<file path="src/rtl/register_file_sb_pkg.sv">
// ============================================================================
// register_file_sb_pkg : shared widths for decode, register file and writeback
// Revision 1.0 - initial release
// ============================================================================
`default_nettype none

package register_file_sb_pkg;

    localparam int DATA_W_DEF = 16;
    localparam int NREGS_DEF  = 8;
    localparam int ADDR_W_DEF = $clog2(NREGS_DEF);

    typedef logic [ADDR_W_DEF-1:0] reg_addr_t;
    typedef logic [DATA_W_DEF-1:0] reg_data_t;

endpackage

`default_nettype wire

</file>
<file path="src/rtl/register_file_sb_scoreboard.sv">
// ============================================================================
// register_file_sb_scoreboard : pending-load bits, pending count, busy flags
// Revision 1.0 - initial release
// ============================================================================
`default_nettype none

module register_file_sb_scoreboard
    import register_file_sb_pkg::*;
#(
    parameter int NREGS  = NREGS_DEF,
    parameter int BYPASS = 1,
    localparam int ADDR_W = $clog2(NREGS)
) (
    input  logic              clk,
    input  logic              reset_n,
    input  logic [ADDR_W-1:0] rs1,
    input  logic [ADDR_W-1:0] rs2,
    input  logic              wr1_en,
    input  logic [ADDR_W-1:0] wr1_addr,
    input  logic              issue_en,
    input  logic [ADDR_W-1:0] issue_rd,
    output logic              busyA,
    output logic              busyB,
    output logic [ADDR_W:0]   pend_cnt
);

    localparam logic BYP = (BYPASS != 0);

    logic [NREGS-1:0] pend_q, pend_d;
    logic [ADDR_W:0]  cnt_q, cnt_d;
    logic             set_w, clr_w, inc_w, dec_w;

    // Bit 0 is never set, so r0 can never report busy.
    always_comb begin
        set_w  = issue_en && (issue_rd != '0);
        clr_w  = wr1_en && (wr1_addr != '0);
        pend_d = pend_q;
        if (clr_w) pend_d[wr1_addr] = 1'b0;
        if (set_w) pend_d[issue_rd] = 1'b1;

        inc_w = set_w && !pend_q[issue_rd];
        dec_w = clr_w && pend_q[wr1_addr] && !(set_w && (issue_rd == wr1_addr));
        cnt_d = cnt_q;
        if (inc_w && !dec_w)
            cnt_d = cnt_q + 1'b1;
        else if (dec_w && !inc_w)
            cnt_d = cnt_q - 1'b1;
    end

    always_ff @(posedge clk or negedge reset_n) begin
        if (!reset_n) begin
            pend_q <= '0;
            cnt_q  <= '0;
        end else begin
            pend_q <= pend_d;
            cnt_q  <= cnt_d;
        end
    end

    assign busyA    = pend_q[rs1] & ~(BYP & wr1_en & (wr1_addr == rs1));
    assign busyB    = pend_q[rs2] & ~(BYP & wr1_en & (wr1_addr == rs2));
    assign pend_cnt = cnt_q;

endmodule

`default_nettype wire

</file>
<file path="src/rtl/register_file_sb.sv">
// ============================================================================
// register_file_sb : NREGS x DATA_W register file, 2R/2W, load scoreboard
// Revision 1.0 - initial release
// ============================================================================
`default_nettype none

module register_file_sb
    import register_file_sb_pkg::*;
#(
    parameter int DATA_W = DATA_W_DEF,
    parameter int NREGS  = NREGS_DEF,
    parameter int BYPASS = 1,
    localparam int ADDR_W = $clog2(NREGS)
) (
    input  logic              clk,
    input  logic              reset_n,
    input  logic [ADDR_W-1:0] rs1,
    input  logic [ADDR_W-1:0] rs2,
    output logic [DATA_W-1:0] regA,
    output logic [DATA_W-1:0] regB,
    output logic              busyA,
    output logic              busyB,
    input  logic              wr0_en,
    input  logic [ADDR_W-1:0] wr0_addr,
    input  logic [DATA_W-1:0] wr0_data,
    input  logic              wr1_en,
    input  logic [ADDR_W-1:0] wr1_addr,
    input  logic [DATA_W-1:0] wr1_data,
    input  logic              issue_en,
    input  logic [ADDR_W-1:0] issue_rd,
    output logic [ADDR_W:0]   pend_cnt,
    output logic              collision
);

    localparam logic BYP = (BYPASS != 0);

    logic [DATA_W-1:0] regs_q [NREGS];
    logic              collision_q, collision_d;

    assign collision_d = wr0_en && wr1_en && (wr0_addr == wr1_addr) && (wr0_addr != '0);

    // wr1 is applied after wr0 so it wins an address tie.
    always_ff @(posedge clk or negedge reset_n) begin
        if (!reset_n) begin
            for (int i = 0; i < NREGS; i++) regs_q[i] <= '0;
            collision_q <= 1'b0;
        end else begin
            if (wr0_en && (wr0_addr != '0)) regs_q[wr0_addr] <= wr0_data;
            if (wr1_en && (wr1_addr != '0)) regs_q[wr1_addr] <= wr1_data;
            collision_q <= collision_d;
        end
    end

    // Forwarding priority: wr1 over wr0 over stored; r0 forced to zero last.
    always_comb begin
        regA = regs_q[rs1];
        if (BYP && wr0_en && (wr0_addr == rs1)) regA = wr0_data;
        if (BYP && wr1_en && (wr1_addr == rs1)) regA = wr1_data;
        if (rs1 == '0) regA = '0;

        regB = regs_q[rs2];
        if (BYP && wr0_en && (wr0_addr == rs2)) regB = wr0_data;
        if (BYP && wr1_en && (wr1_addr == rs2)) regB = wr1_data;
        if (rs2 == '0) regB = '0;
    end

    assign collision = collision_q;

    register_file_sb_scoreboard #(
        .NREGS  (NREGS),
        .BYPASS (BYPASS)
    ) u_scoreboard (
        .clk      (clk),
        .reset_n  (reset_n),
        .rs1      (rs1),
        .rs2      (rs2),
        .wr1_en   (wr1_en),
        .wr1_addr (wr1_addr),
        .issue_en (issue_en),
        .issue_rd (issue_rd),
        .busyA    (busyA),
        .busyB    (busyB),
        .pend_cnt (pend_cnt)
    );

endmodule

`default_nettype wire

</file>
<file path="config.mk">
export PLATFORM = sky130hd
export DESIGN_NAME = register_file_sb
export DESIGN_NICKNAME = d
export VERILOG_FILES = /design/src/rtl/register_file_sb_pkg.sv /design/src/rtl/register_file_sb_scoreboard.sv /design/src/rtl/register_file_sb.sv
export SDC_FILE = /design/constraint.sdc
export NUM_CORES = 1
export LEC_CHECK = 0
export ABC_AREA = 1
export CAP_MARGIN = 0
export CORE_ASPECT_RATIO = 1.4
export CORE_MARGIN = 5
export CORE_UTILIZATION = 45
export DETAILED_ROUTE_END_ITERATION = 10
export SKIP_CTS_REPAIR_TIMING = 1
export SYNTH_ARGS = -nofsm -noshare
export SYNTH_HDL_FRONTEND = slang
export SYNTH_HIERARCHICAL = 1
export SYNTH_SLANG_ARGS = --single-unit
</file>
<file path="constraint.sdc">
create_clock -name clk -period 3.2 [get_ports clk]
set_input_delay 0.64 -clock clk [delete_from_list [all_inputs] [get_ports clk]]
set_output_delay 0.64 -clock clk [all_outputs]
set_load 0.01 [all_outputs]
</file>
==> impl_metrics.json <==
{
  "die_h_um": 191,
  "drv_cap": 0,
  "hold_path.class": "in2async",
  "crit_chain": "clkdlybuf4s50_1 -> buf_6 -> xnor2_1 -> nand3_1 -> nand2_1 -> nor2_1 -> clkdlybuf4s50_1",
  "wl_per_cell_um": 20.8,
  "path_clk_slew_ns": 0.07,
  "via_count": 12300,
  "numCtsBuffers": 17,
  "drc": 0,
  "dr.pass1.iters": 7,
  "gp_congestion": 0.935,
  "status": "completed",
  "final_max_slew_viol_count": 0,
  "top_layer": "met4",
  "cp.arrival_ns": 2.50,
  "synth-seq-cells": 141,
  "layout.nets": 1846,
  "synth_edf_count": 0,
  "min_period_ns": 3.14,
  "port_buffers": 90,
  "final_area_um2": 13200,
  "drt-initial-drc-count": 1583,
  "dieArea_um2": 26700,
  "grt_setup_unrepaired": "no",
  "tightest_slew_ns": 0.659,
  "synthCells": 1696,
  "cts.sinks": 141,
  "crit_path_max_incr_delay_ns": 0.62,
  "rr_worst_depth": 14,
  "core_area_um2": 23200,
  "final_core_util_pct": 56.9,
  "n_fill_cell": 2335,
  "cp-end-kind": "output pin",
  "fmax_mhz": 319,
  "synth_nets": 1752,
  "synthToLayoutAreaGrowth_pct": 24.8,
  "crit_required_ns": 2.56,
  "synthArstFlopShare_pct": 100,
  "cts_htree_levels": 4,
  "yosysTopAreaCellShare_pct": 33.4,
  "tns_ns": 0,
  "hold_viol_final": 0,
  "crit_buf_inv": 3,
  "slew_headroom_pct": 56.1,
  "wl_met1_mm": 17.9,
  "critPathKind": "in2out",
  "cpMostUsedCell": "clkdlybuf4s50_1",
  "fp-row-count": 66,
  "crit_path_start_kind": "input pin",
  "overflow": 0,
  "antenna_found_initial": 0,
  "crit_cells": 7,
  "static-leakage-power_uw": 0.00689,
  "ios": 91,
  "power.density_nw_per_um2": 520,
  "hpwl_mm": 29.8,
  "grt_util_all_layers_pct": 32.5,
  "yosysMostFrequentCell": "nand2_1",
  "antenna_cells": 0,
  "syn_area_per_cell_um2": 6.23,
  "grt_pass1_wl_mm": 67.5,
  "yosys-top-cells-area": "dfrtp_1, nand2_1, nand3_1, a31oi_1, inv_1",
  "finalCritPeriodShare_pct": 98.1,
  "reg2reg_slack_ns": 1.02,
  "rr_startpoint": "u_scoreboard/pend_q[6]",
  "ys_warn_count": 6,
  "cts_tree": "done",
  "clk_latency_ns": 0.44,
  "crit_start": "rs2[2]",
  "finClkSkew_ns": 0.00907,
  "ir_drop_mv": 0.420,
  "met3WireLength_mm": 4.34,
  "wl_met2_mm": 20.2,
  "r2r_end": "u_scoreboard/pend_cnt[3]",
  "ant_nets": 0,
  "die_w_um": 140,
  "synth.distinct_cells": 29,
  "start_util_pct": 45.6,
  "ys_seq_area_share_pct": 33.4,
  "grt_pass1_vias": 11500,
  "final_layout_size_suffix_gt1_share_pct": 11.0,
  "crit_family": "buffers and inverters",
  "synth-main-ff-cell": "dfrtp_1",
  "routed_wl_mm": 43.9,
  "clk_path_buf_depth": 2,
  "path_max_fanout": 18,
  "syn-cell-area_um2": 10600,
  "vias_per_cell": 5.82,
  "grt_max_degree": 63,
  "crit_slowest_cell": "clkdlybuf4s50_1",
  "yosys.area.top_type": "dfrtp_1",
  "ys_top_cells_by_count": "nand2_1, nand3_1, dfrtp_1",
  "cts_root_buffer": "clkbuf_16",
  "dpl-instance-area_um2": 12400,
  "setup_viol": 0
}
stage by stage:
step	hold WS [ns]	instances	setup slack (ns)	total power, uW
CTS	0.228	2108	-0.309	6840
global placement	0.388	2076	-0.297	4530
floorplan	0.344	1696	0.817	3660
finish	0.204	2109	0.0620	6860
detailed placement	0.391	2076	-0.304	4560
global route	0.252	2109	0.00742	7230
logic make-up (layout without fill, tap and decap cells):
kind of cell	Yosys count	count (layout)	synth area share, %
adder cells (fa/ha/maj)	4	4	0.544
AO/OA/AOI/OAI	229	229	12.6
XOR/XNOR	8	8	0.663
buffers and inverters	267	374	10.8
AND/OR/NAND/NOR	1047	1047	42.0
flip-flops	141	141	33.4
worst max-delay path by stage:
stage,slack [ns],end
floorplan,0.82,u_scoreboard/pend_cnt[3]
global placement,-0.30,regA[3]
detailed placement,-0.30,regA[3]
CTS,-0.31,regA[3]
global route,0.007,busyB
finish,0.06,busyB
cell type report:
class / count / area (um2) / share of cell area (%)
clock buffer: 22 / 474 / 3.59
clock inverter: 10 / 184 / 1.39
inverter: 119 / 449 / 3.40
multi-input combinational: 1288 / 5920 / 44.9
sequential: 141 / 3530 / 26.7
tap: 306 / 383 / 2.90
timing repair buffer: 223 / 2250 / 17.1
cells in the final DEF, fill, tap and decap left out, types with 7 or more instances in the layout:
cell type	n
a21oi_1	34
a31oi_1	70
buf_12	19
buf_4	108
buf_6	7
clkbuf_16	17
clkdlybuf4s50_1	47
dfrtp_1	141
dlymetal6s2s_1	40
inv_1	108
inv_2	10
nand2_1	582
nand2_2	9
nand3_1	323
nor2_1	102
nor3_1	18
o211ai_1	28
o21ai_0	67
o21ai_1	9
o22ai_1	19
power by group:
group | switching, uW | internal, uW | leakage, uW
combinational | 1220 | 912 | 0.00488
sequential | 305 | 2140 | 0.00169
clock | 841 | 1450 | 0.000317
total | 2360 | 4500 | 0.00689
state kept, by name, indices dropped and copies added, names as in the netlist:
register,flops
regs_q,128
u_scoreboard/pend_q,8
u_scoreboard/pend_cnt,4
collision,1
metal layers:
layer,up-vias,GRT usage [%]
met5,-,0
met4,0,12.6
met3,107,6.13
met2,740,52.3
met1,5679,43.5
li1,5746,-
Power figures use the tool's default switching activity.
